$ cat config.mk
export PLATFORM = sky130hd
export DESIGN_NAME = red_fxp_pipe_flat
export DESIGN_NICKNAME = d
export VERILOG_FILES = /design/src/rtl/red_fxp_pipe_if.sv /design/src/rtl/red_fxp_pipe.sv /design/src/flat_wrapper.sv
export SDC_FILE = /design/constraint.sdc
export NUM_CORES = 1
export LEC_CHECK = 0
export BUFFER_PORTS_ARGS = -buffer_cell sky130_fd_sc_hd__buf_2
export CELL_PAD_IN_SITES_DETAIL_PLACEMENT = 1
export CELL_PAD_IN_SITES_GLOBAL_PLACEMENT = 1
export CORE_ASPECT_RATIO = 0.5
export CORE_MARGIN = 4
export CORE_UTILIZATION = 40
export DETAILED_ROUTE_END_ITERATION = 8
export PLACE_DENSITY_LB_ADDON = 0.1
export SLEW_MARGIN = 20
export SYNTH_ARGS = -nofsm -noshare
export SYNTH_HDL_FRONTEND = slang
export SYNTH_SLANG_ARGS = --single-unit
$ cat constraint.sdc
create_clock -name clk -period 2.21 [get_ports clk]
set_clock_uncertainty 0.1 [all_clocks]
set_input_delay 0.5525 -clock clk [delete_from_list [all_inputs] [get_ports clk]]
set_output_delay 0.5525 -clock clk [all_outputs]
set_load 0.005 [all_outputs]
$ cat src/rtl/red_fxp_pipe_if.sv
// Stream bundle for the fixed-point precision reducer.
// Carries the input word handshake and the output word handshake.
// The design sits on the slave side. The environment (upstream producer plus
// downstream consumer) sits on the master side.
interface red_fxp_pipe_if #(
    parameter int I_PREC = 32,
    parameter int O_PREC = 16
) ();
    logic              in_valid;
    logic              in_ready;
    logic [I_PREC-1:0] in_data;
    logic              out_valid;
    logic              out_ready;
    logic [O_PREC-1:0] out_data;
    logic              out_sat;

    // Environment view: drives the input word and the output acceptance.
    modport master (
        output in_valid,
        output in_data,
        output out_ready,
        input  in_ready,
        input  out_valid,
        input  out_data,
        input  out_sat
    );

    // Converter view.
    modport slave (
        input  in_valid,
        input  in_data,
        input  out_ready,
        output in_ready,
        output out_valid,
        output out_data,
        output out_sat
    );
endinterface

$ cat src/rtl/red_fxp_pipe.sv
// Streaming fixed-point precision reducer (for example Q16.16 -> Q8.8).
// S1 drops D = I_FRAC-O_FRAC fraction bits and rounds to nearest, with ties
// going to even. The rounded value keeps one extra bit so the rounding carry
// is never lost. S2 clips that value to the output range and flags the clip.
// Each stage holds one word and is guarded by a valid bit. A full stall
// therefore holds two words. The module also keeps a sticky saturating count
// of clipped words that are handed to the consumer.
module red_fxp_pipe #(
    parameter int SIGN   = 1,
    parameter int I_PREC = 32,
    parameter int I_FRAC = 16,
    parameter int O_PREC = 16,
    parameter int O_FRAC = 8,
    parameter int SCNT_W = 16
) (
    input  logic              clk,
    input  logic              reset_,
    red_fxp_pipe_if.slave     bus,
    input  logic              scnt_clr,
    output logic [SCNT_W-1:0] sat_count
);

    // Number of discarded fraction bits.
    localparam int D  = I_FRAC - O_FRAC;
    // Width of the bits that remain after the shift.
    localparam int KW = I_PREC - D;
    // Rounded width, with one extra bit to keep the rounding carry.
    localparam int RW = KW + 1;

    // Reject configurations that would need to widen the fraction or the
    // integer part. Widening is the job of the companion converter.
    generate
        if ((I_FRAC < O_FRAC) || ((I_PREC - I_FRAC) < (O_PREC - O_FRAC))) begin : g_bad_cfg
            $fatal(1, "red_fxp_pipe: requires I_FRAC>=O_FRAC and I_PREC-I_FRAC>=O_PREC-O_FRAC");
        end
    endgenerate

    // ------------------------------------------------------------------
    // Pipeline state
    // ------------------------------------------------------------------
    logic              s1_valid_q, s1_valid_d;
    logic [RW-1:0]     s1_r_q,     s1_r_d;
    logic              s2_valid_q, s2_valid_d;
    logic [O_PREC-1:0] s2_data_q,  s2_data_d;
    logic              s2_sat_q,   s2_sat_d;
    logic [SCNT_W-1:0] scnt_q,     scnt_d;

    // Handshake control. No path exists from in_valid to out_valid.
    logic s2_adv;
    logic s1_adv;
    logic out_xfer;

    assign s2_adv   = bus.out_ready || !s2_valid_q;
    assign s1_adv   = s2_adv || !s2_valid_q;
    assign out_xfer = s2_valid_q && bus.out_ready;

    assign bus.in_ready  = s1_adv || !s1_valid_q;
    assign bus.out_valid = s2_valid_q;
    assign bus.out_data  = s2_data_q;
    assign bus.out_sat   = s2_sat_q;
    assign sat_count     = scnt_q;

    // ------------------------------------------------------------------
    // S1: round to nearest, ties to even
    // ------------------------------------------------------------------
    logic [RW-1:0] round_val;

    generate
        if (D == 0) begin : g_no_round
            // No fraction bits are dropped. The word is only extended by one bit.
            assign round_val = {((SIGN != 0) ? bus.in_data[I_PREC-1] : 1'b0), bus.in_data};
        end else begin : g_round
            logic [KW-1:0] kept;
            logic          guard_bit;
            logic          sticky_bit;
            logic          ext_bit;
            logic          round_up;

            assign kept      = bus.in_data[I_PREC-1:D];
            assign guard_bit = bus.in_data[D-1];

            // The sticky bit only exists when at least two bits are dropped.
            if (D >= 2) begin : g_sticky
                assign sticky_bit = |bus.in_data[D-2:0];
            end else begin : g_no_sticky
                assign sticky_bit = 1'b0;
            end

            assign ext_bit  = (SIGN != 0) ? kept[KW-1] : 1'b0;
            // Round up above half. At exactly half, round up only when the
            // kept LSB is odd, so the result lands on the even value.
            assign round_up = guard_bit & (sticky_bit | kept[0]);
            // An arithmetic shift plus the extension bit means adding round_up
            // can never overflow the RW-bit result.
            assign round_val = {ext_bit, kept} + {{(RW-1){1'b0}}, round_up};
        end
    endgenerate

    // ------------------------------------------------------------------
    // S2: clip the rounded value to the output range
    // ------------------------------------------------------------------
    logic [O_PREC-1:0] clip_data;
    logic              clip_flag;

    generate
        if (SIGN != 0) begin : g_sat_signed
            logic [RW-O_PREC:0] upper;
            logic               ovf;
            logic               neg;

            // The value fits when every bit from the output sign bit upward agrees.
            assign upper = s1_r_q[RW-1:O_PREC-1];
            assign ovf   = !((&upper) || (~|upper));
            assign neg   = s1_r_q[RW-1];

            // Choose the most negative or most positive code when out of range.
            always_comb begin
                clip_flag = ovf;
                clip_data = s1_r_q[O_PREC-1:0];
                if (ovf) begin
                    clip_data = neg ? {1'b1, {(O_PREC-1){1'b0}}}
                                    : {1'b0, {(O_PREC-1){1'b1}}};
                end
            end
        end else begin : g_sat_unsigned
            logic ovf;

            // An unsigned value can never fall below zero, so only the top of
            // the range needs checking.
            assign ovf = |s1_r_q[RW-1:O_PREC];

            // Clamp to all-ones when the value exceeds the output width.
            always_comb begin
                clip_flag = ovf;
                clip_data = ovf ? {O_PREC{1'b1}} : s1_r_q[O_PREC-1:0];
            end
        end
    endgenerate

    // ------------------------------------------------------------------
    // Next-state logic
    // ------------------------------------------------------------------

    // S1 loads a new word (or a bubble) whenever the input side is ready.
    always_comb begin
        s1_valid_d = s1_valid_q;
        s1_r_d     = s1_r_q;
        if (bus.in_ready) begin
            s1_valid_d = bus.in_valid;
            if (bus.in_valid) begin
                s1_r_d = round_val;
            end
        end
    end

    // S2 takes from S1 when it advances. Otherwise it holds, which keeps the
    // output stable during a stall.
    always_comb begin
        s2_valid_d = s2_valid_q;
        s2_data_d  = s2_data_q;
        s2_sat_d   = s2_sat_q;
        if (s2_adv) begin
            s2_valid_d = s1_valid_q;
            if (s1_valid_q) begin
                s2_data_d = clip_data;
                s2_sat_d  = clip_flag;
            end
        end
    end

    // Saturation-event counter. It counts only clipped words that are handed
    // to the consumer. It stops at all-ones, and a clear always wins.
    always_comb begin
        scnt_d = scnt_q;
        if (scnt_clr) begin
            scnt_d = '0;
        end else if (out_xfer && s2_sat_q && !(&scnt_q)) begin
            scnt_d = scnt_q + {{(SCNT_W-1){1'b0}}, 1'b1};
        end
    end

    // ------------------------------------------------------------------
    // Registers
    // ------------------------------------------------------------------

    // Pipeline registers. An asynchronous reset flushes any word in flight.
    always_ff @(posedge clk or negedge reset_) begin
        if (!reset_) begin
            s1_valid_q <= 1'b0;
            s1_r_q     <= '0;
            s2_valid_q <= 1'b0;
            s2_data_q  <= '0;
            s2_sat_q   <= 1'b0;
        end else begin
            s1_valid_q <= s1_valid_d;
            s1_r_q     <= s1_r_d;
            s2_valid_q <= s2_valid_d;
            s2_data_q  <= s2_data_d;
            s2_sat_q   <= s2_sat_d;
        end
    end

    // Saturation counter register.
    always_ff @(posedge clk or negedge reset_) begin
        if (!reset_) begin
            scnt_q <= '0;
        end else begin
            scnt_q <= scnt_d;
        end
    end

endmodule

$ cat src/flat_wrapper.sv
// flat-port wrapper written by rule: the top's interface ports become plain ports
module red_fxp_pipe_flat 
#(
    parameter int SIGN   = 1,
    parameter int I_PREC = 32,
    parameter int I_FRAC = 16,
    parameter int O_PREC = 16,
    parameter int O_FRAC = 8,
    parameter int SCNT_W = 16
)
  (clk, reset_, scnt_clr, sat_count, bus_in_valid, bus_in_data, bus_out_ready, bus_in_ready, bus_out_valid, bus_out_data, bus_out_sat);
  red_fxp_pipe_if #(.I_PREC(I_PREC), .O_PREC(O_PREC)) bus_i ();
  input  logic clk;
  input  logic reset_;
  input  logic scnt_clr;
  output logic [SCNT_W-1:0] sat_count;
  input wire logic [$bits(bus_i.in_valid)-1:0] bus_in_valid;
  input wire logic [$bits(bus_i.in_data)-1:0] bus_in_data;
  input wire logic [$bits(bus_i.out_ready)-1:0] bus_out_ready;
  output wire logic [$bits(bus_i.in_ready)-1:0] bus_in_ready;
  output wire logic [$bits(bus_i.out_valid)-1:0] bus_out_valid;
  output wire logic [$bits(bus_i.out_data)-1:0] bus_out_data;
  output wire logic [$bits(bus_i.out_sat)-1:0] bus_out_sat;
  assign bus_i.in_valid = bus_in_valid;
  assign bus_i.in_data = bus_in_data;
  assign bus_i.out_ready = bus_out_ready;
  assign bus_in_ready = bus_i.in_ready;
  assign bus_out_valid = bus_i.out_valid;
  assign bus_out_data = bus_i.out_data;
  assign bus_out_sat = bus_i.out_sat;
  red_fxp_pipe #(.SIGN(SIGN), .I_PREC(I_PREC), .I_FRAC(I_FRAC), .O_PREC(O_PREC), .O_FRAC(O_FRAC), .SCNT_W(SCNT_W)) u_core (.clk(clk), .reset_(reset_), .bus(bus_i), .scnt_clr(scnt_clr), .sat_count(sat_count));
endmodule
==> results of run 1 <==
## path summary, 6_finish.rpt
check / startpoint / to / cells past startpoint
max in group asynchronous: reset_ / u_core.bus.out_data[1] / 2
worst min-delay path: reset_ / u_core.sat_count[2] / 1
worst max register to register: u_core.sat_count[0] / u_core.sat_count[14] / 7
min in group clk: bus_in_valid / u_core.s1_valid_q / 2
worst max-delay path: u_core.sat_count[0] / u_core.sat_count[14] / 7
worst min register to register: u_core.s1_r_q[4] / u_core.s1_r_q[4] / 2
## through the flow
stage	utilization	hold slack, ns	setup WS, ns	power [mW]
3_5_place_dp	0.506	0.383	0.0398	1.76
6_report	0.549	0.0888	0.164	3.13
2_1_floorplan	-	0.157	0.306	1.52
4_1_cts	0.549	0.0986	0.142	3.19
3_3_place_gp	0.506	0.367	0.102	1.74
5_1_grt	0.549	0.117	0.0150	3.29
## layer usage
layer | GRT usage | vias up
met5 | 0 | -
met1 | 0.234 | 1265
met3 | 0.0602 | 8
met2 | 0.330 | 47
met4 | 0.0604 | 0
li1 | - | 1232
## Yosys cell counts, types with 4 or more instances
master	n	area, um2
clkbuf_1	7	26.3
nand3_1	18	90.1
a221o_1	15	150
inv_1	6	22.5
nand2b_1	4	25.0
nand2_1	40	150
a21oi_1	5	25.0
o21ai_0	26	130
nand4_1	9	56.3
xnor2_1	19	166
nor4_1	8	50.1
or3_1	4	25.0
nor2_1	21	78.8
dfrtp_1	60	1500
xor2_1	16	140
## area by class of cell
type,instances,area share
Timing Repair Buffer,84,0.122
Clock inverter,4,0.0124
Multi-Input combinational cell,217,0.370
Clock buffer,12,0.0671
Inverter,6,0.00589
Sequential cell,60,0.393
Tap cell,92,0.0301
## power by group
part           switching, mW  internal, mW  total (mW)
Clock                  0.465         0.929        1.39
Combinational          0.208         0.190       0.398
Sequential             0.108          1.24        1.34
## flip-flops by register name, indices dropped and copies added, names as in the netlist
register	flops
u_core.s1_r_q	25
u_core.bus.out_data	16
u_core.sat_count	16
u_core.bus.out_sat	1
u_core.bus.out_valid	1
u_core.s1_valid_q	1
## critical path: stages, from the launching register on
cell and delay (ns):
dfrtp_1 0.43, ha_1 0.28, nand4_4 0.15, nor4_4 0.38, buf_4 0.25, nor4_1 0.10
xnor2_1 0.17, nor2_1 0.06
## kinds of logic after synthesis
logic type / count (synthesis) / synth area share
AND/OR/NAND/NOR: 128 / 0.242
AO/OA/AOI/OAI: 50 / 0.114
buffers and inverters: 18 / 0.0251
multiplexers: 2 / 0.00711
adder cells (fa/ha/maj): 2 / 0.00836
XOR/XNOR: 35 / 0.102
flip-flops: 60 / 0.502
==> results.txt, run 1 <==
DR WL met3 = 300 um
Cell variety after synth = 41
Avg Inst Size Synth = 10.1 um2
syn nets = 334
post_cts resized = 0
Max Used Layer = met4
WP data arrival = 2.14 ns
PortBufs = 71
DRC errors left = 0
hold crit path type = primary input to async pin
Max VDD drop = 0.415 mV
Yosys Warn Count = 0
antenna-violating nets left = 0
CP Class = flop to flop
Post-CTS Setup Bufs = 0
Cells after Synth = 295
cell total after placement = 459
final hold vios = 0
share of cells above drive strength 1 = 0.292
R2R Setup Slk = 0.16 ns
Max Slew Vio Count = 0
period utilization = 0.926
Startpoint Class = flop
vias in the first global route = 2706
final instance area = 3820 um2
FMAX = 489 MHz
worst skew pair latency = 0.32 ns
routability cong. = 0.785
NumNets Final = 417
Via density = 5.37
Placed Area = 3520 um2
final setup fails = 0
area taken by flip-flops and latches = 1500 um2
clk slew on worst S/H paths = 0.05 ns
Final Non-Filler Cells = 475
final WL = 8250 um
Die ar. = 9010 um2
leading cell type in the layout, fill and taps excluded = buf_2
met2 routed WL = 4210 um
flops & latches, synth = 60
largest net degree at the start of global routing = 31
initial antenna violation count = 0
H-tree Lvls = 3
EDFF count, synth = 0
TritonCTS Sinks = 60
Leak = 1.73 nW
Via Count = 2552
CTS Buffer Depth = 2
CTS root buf = clkbuf_16
first-pass GRT wire length = 13600 um
Initial Utilization = 0.430
outcome = finished clean
Congestion Overflow GR = 0
dpl hpwl = 6190 um
RSZ-0062 raised after global routing = no
die width = 130 um
DR WL/cell = 17.4 um
Post-Syn Area = 2990 um2
Synth Flop Type = dfrtp_1
Max-slew headroom = 0.380
CTS buffer count = 9
multi-input logic area = 1420 um2
Pwr Density = 820 nW/um2
CTS tree = built
hold buffer count at CTS = 0
num ports = 72
1st-pass router iterations = 5
GRT Total Usage = 0.194
Core Region = 6960 um2
Crit. End Element = flop
Syn-to-layout area delta = 27.8%
wl on met1 = 3640 um
data required time of the worst path = 2.30 ns
register area share after synthesis = 0.502
Slew @ Worst Pin = 0.926 ns
Inserted Diodes = 0
initial DRC count = 121
number of max-cap violations = 0
Site Rows = 21
Max FO, Critical Path = 11
Post-Route Setup TNS = 0 ns
Die H = 69.2 um
minimum clock period = 2.05 ns
# fillers = 805
asr flop ratio synth = 1.00
commonest cells after routing, fill and taps aside = buf_2, dfrtp_1, nand2_1, o21ai_0, nor2_1
(Power assumes the default switching activity.)
==> run 2: changes to the inputs <==
CORE_UTILIZATION = 35   (was 40)
==> run 2 against run 1 <==
Against the previous run: flip-flop and latch count unchanged; combinational power increased by 2%; via count decreased by 1.4%; highest routed layer unchanged; clock-buffer cell count increased by 2; global-route usage decreased by 2.4 points; die area increased by 13%; critical path type unchanged; maximum frequency increased by 2.5%; hold slack improved by 0.032 ns; largest power group unchanged; sequential power about the same; largest cell class unchanged; sequential share of layout area decreased by 0.22 points; total power decreased by 1.5%.
==> results.txt, run 2 (synthesis gave the netlist of run 1 again) <==
Congestion Overflow GR = 0
CTS Buffer Depth = 2
clk slew on worst S/H paths = 0.05 ns
Via density = 5.11
CTS tree = built
die width = 139 um
DP Worst Slack = 0.00865 ns
period utilization = 0.904
FMAX = 501 MHz
Die H = 73.4 um
max incr delay on CP = 0.42 ns
data required time of the worst path = 2.31 ns
vias in the first global route = 2645
Core Region = 8140 um2
leading cell type in the layout, fill and taps excluded = buf_2
1st-pass router iterations = 4
final instance area = 3850 um2
initial antenna violation count = 0
Top reg by flops = u_core.s1_r_q
Syn-to-layout area delta = 28.5%
commonest cells after routing, fill and taps aside = buf_2, dfrtp_1, nand2_1, o21ai_0, nor2_1
post_cts resized = 0
initial DRC count = 58
Setup WS post-layout = 0.213 ns
Leak = 1.72 nW
hold crit path type = primary input to async pin
antenna-violating nets left = 0
final hold vios = 0
Max VDD drop = 0.392 mV
dpl hpwl = 5950 um
Startpoint Class = flop
WP data arrival = 2.09 ns
multi-input logic area = 1420 um2
Initial Utilization = 0.367
fin util = 0.472
CP Cell Sequence = ha_1 -> nand4_4 -> nor4_4 -> buf_4 -> nor4_1 -> xnor2_1 -> nor2_1
NumNets Final = 416
minimum clock period = 2.00 ns
Crit. End Element = flop
outcome = finished clean
cell total after placement = 478
Max FO, Critical Path = 10
GRT Total Usage = 0.169
slowest CP cell = dfrtp_1
WP buf/inv = 1
max reg flops = 25
area taken by flip-flops and latches = 1500 um2
first-pass GRT wire length = 13500 um
Site Rows = 23
share of cells above drive strength 1 = 0.289
H-tree Lvls = 3
Via Count = 2517
Die ar. = 10200 um2
Max-slew headroom = 0.523
final setup fails = 0
TritonCTS Sinks = 60
number of max-cap violations = 0
Final Non-Filler Cells = 493
RSZ-0062 raised after global routing = no
routability cong. = 0.758
Post-CTS Setup Bufs = 0
CTS buffer count = 9
Max Slew Vio Count = 0
Slew @ Worst Pin = 0.715 ns
Top delay family on crit path = simple AND/OR/NAND/NOR gates
largest net degree at the start of global routing = 61
DR WL/cell = 16.5 um
Post-Route Setup TNS = 0 ns
hold buffer count at CTS = 0
Power, Total = 3.09 mW
CP Class = flop to flop
PortBufs = 71
Placed Area = 3550 um2
num ports = 72
worst hold margin = 0.121 ns
# fillers = 954
CTS root buf = clkbuf_16
Inserted Diodes = 0
DRC errors left = 0
Pwr Density = 803 nW/um2
worst skew pair latency = 0.32 ns
final WL = 8140 um
-- run 2: path summary, 6_finish.rpt --
check                               startpoint                   end  slack [ns]  cells after the start
max                        u_core.sat_count[0]  u_core.sat_count[14]        0.21                      7
min                                     reset_   u_core.sat_count[2]        0.12                      2
max reg2reg                u_core.sat_count[0]  u_core.sat_count[14]        0.21                      7
min reg2reg                   u_core.s1_r_q[9]      u_core.s1_r_q[9]        0.38                      2
max in group asynchronous               reset_     u_core.s1_r_q[18]        1.61                      2
min in group clk                  bus_in_valid     u_core.s1_valid_q        0.33                      2
-- run 2: where the power goes --
group | switching [mW] | total (mW) | internal [mW]
Combinational | 0.211 | 0.404 | 0.192
Clock | 0.478 | 1.35 | 0.873
Sequential | 0.0974 | 1.33 | 1.23
Total | 0.787 | 3.09 | 2.30
-- run 2: area by class of cell --
| type | count | share of cell area |
|---|---|---|
| clock buffers | 14 | 0.0738 |
| clock inverters | 1 | 0.00130 |
| inverters | 6 | 0.00586 |
| multi-input cells | 217 | 0.370 |
| flip-flops and latches | 60 | 0.390 |
| well taps | 112 | 0.0364 |
| repair buffers | 83 | 0.122 |
-- run 2: per-layer routing --
layer	wire, um	global-route usage	vias up
met5	0	0	-
met4	89	0.0618	0
met3	324	0.0410	9
met2	4250	0.314	45
met1	3480	0.195	1245
li1	-	-	1218
==> run 3: changes to the inputs <==
clock period = 2.2 ns   (was 2.21 ns; I/O delays follow)
==> run 3 against run 2 <==
Against the previous run: clock power decreased by 5%; cell count grew 0.41%; via count up 0.79%; setup slack worse by 0.024 ns; critical path depth unchanged; total power is 1.8% lower; global-route usage up 0.55 points; non-clock buffer count up 2; critical endpoint unchanged.
==> results.txt, run 3 (synthesis gave the netlist of run 1 again) <==
initial antenna violation count = 0
num ports = 72
Max VDD drop = 0.366 mV
Post-CTS Setup Bufs = 0
Inserted Diodes = 0
post_cts resized = 0
data required time of the worst path = 2.30 ns
Site Rows = 23
dpl hpwl = 6360 um
crit path launch = u_core.sat_count[0]
final WL = 8290 um
Max FO, Critical Path = 9
final hold vios = 0
period utilization = 0.914
R2R Setup Slk = 0.19 ns
NumNets Final = 418
largest net degree at the start of global routing = 27
wl on met1 = 3570 um
vias in the first global route = 2811
commonest cells after routing, fill and taps aside = buf_2, dfrtp_1, nand2_1, o21ai_0, nor2_1
Via density = 5.13
CTS buffer count = 9
Die H = 73.4 um
worst skew pair latency = 0.33 ns
die width = 139 um
Initial Utilization = 0.367
share of cells above drive strength 1 = 0.292
Syn-to-layout area delta = 28.3%
clk slew on worst S/H paths = 0.05 ns
antenna-violating nets left = 0
Crit. End Element = flop
initial DRC count = 62
Congestion Overflow GR = 0
Max Used Layer = met4
final setup fails = 0
met2 routed WL = 4300 um
Startpoint Class = flop
RSZ-0062 raised after global routing = no
Via Count = 2537
CTS Buffer Depth = 2
Placed Area = 3570 um2
hold buffer count at CTS = 0
minimum clock period = 2.01 ns
H-tree Lvls = 3
CTS tree = built
final instance area = 3840 um2
1st-pass router iterations = 4
DR WL/cell = 16.8 um
Final Non-Filler Cells = 495
CP Cell Sequence = ha_2 -> nand4_4 -> nor4_4 -> buf_4 -> nor4_1 -> xnor2_1 -> nor2_1
worst r2r src = u_core.sat_count[0]
slowest CP cell = dfrtp_1
Reg2Reg Depth = 7
CP Class = flop to flop
Worst setup endpoint = u_core.sat_count[14]
max incr delay on CP = 0.43 ns
outcome = finished clean
FMAX = 497 MHz
max reg flops = 25
DRC errors left = 0
cell total after placement = 480
first-pass GRT wire length = 14000 um
number of max-cap violations = 0
GRT Total Usage = 0.175
leading cell type in the layout, fill and taps excluded = buf_2
Max-slew headroom = 0.322
PortBufs = 71
Max Slew Vio Count = 0
hold crit path type = primary input to async pin
Top reg by flops = u_core.s1_r_q
Die ar. = 10200 um2
Slew @ Worst Pin = 1.01 ns
TritonCTS Sinks = 60
routability cong. = 0.775
Core Region = 8140 um2
DR WL met3 = 349 um
Pwr Density = 790 nW/um2
CTS root buf = clkbuf_16
WP data arrival = 2.11 ns
Worst R2R End = u_core.sat_count[14]
Leak = 1.72 nW
## run 3: critical path: cells and delay by family (launching register included)
| kind | cells | cell delay (ns) |
|---|---|---|
| simple gates | 4 | 0.68 |
| buf+inv | 1 | 0.24 |
| flops | 1 | 0.43 |
| fa+ha+maj | 1 | 0.28 |
| xor+xnor | 1 | 0.15 |
## run 3: final cells by class
type / instances / area [um2]
Inverter: 6 / 22.5
Tap cell: 112 / 140
Clock inverter: 2 / 10.0
Sequential cell: 60 / 1500
Fill cell: 951 / 4310
Timing Repair Buffer: 85 / 485
Clock buffer: 13 / 260
Multi-Input combinational cell: 217 / 1420
## run 3: worst min-delay path by stage
stage                             endpoint  slack [ns]  cells after the start
finish                 u_core.sat_count[3]        0.15                      1
global route           u_core.sat_count[3]        0.19                      1
CTS                    u_core.sat_count[3]        0.16                      1
detailed placement        u_core.s1_r_q[5]        0.37                      2
global placement          u_core.s1_r_q[5]        0.37                      2
floorplan           u_core.bus.out_data[0]        0.15                      0
## run 3: power breakdown
group          leakage, nW  internal, mW  switching (mW)  total, mW
Clock                0.135         0.813           0.472       1.28
Sequential           0.749          1.24          0.0983       1.34
Combinational        0.835         0.194           0.213      0.407
Total                 1.72          2.25           0.784       3.03
## run 3: through the flow
stage | worst slack, ns | hold WS (ns) | util | total power [mW] | TNS (ns)
after floorplan | 0.296 | 0.154 | - | 1.53 | 0
after global placement | 0.0353 | 0.368 | 0.438 | 1.75 | 0
after detailed placement | -0.0642 | 0.371 | 0.438 | 1.78 | -0.105
after CTS | 0.112 | 0.162 | 0.471 | 3.07 | 0
after global routing | 0.0644 | 0.185 | 0.471 | 3.20 | 0
final | 0.190 | 0.152 | 0.471 | 3.03 | 0
## run 3: layer usage
layer,GRT usage,up-vias
li1,-,1221
met1,0.200,1265
met2,0.322,44
met3,0.0592,7
met4,0.0445,0
met5,0,-
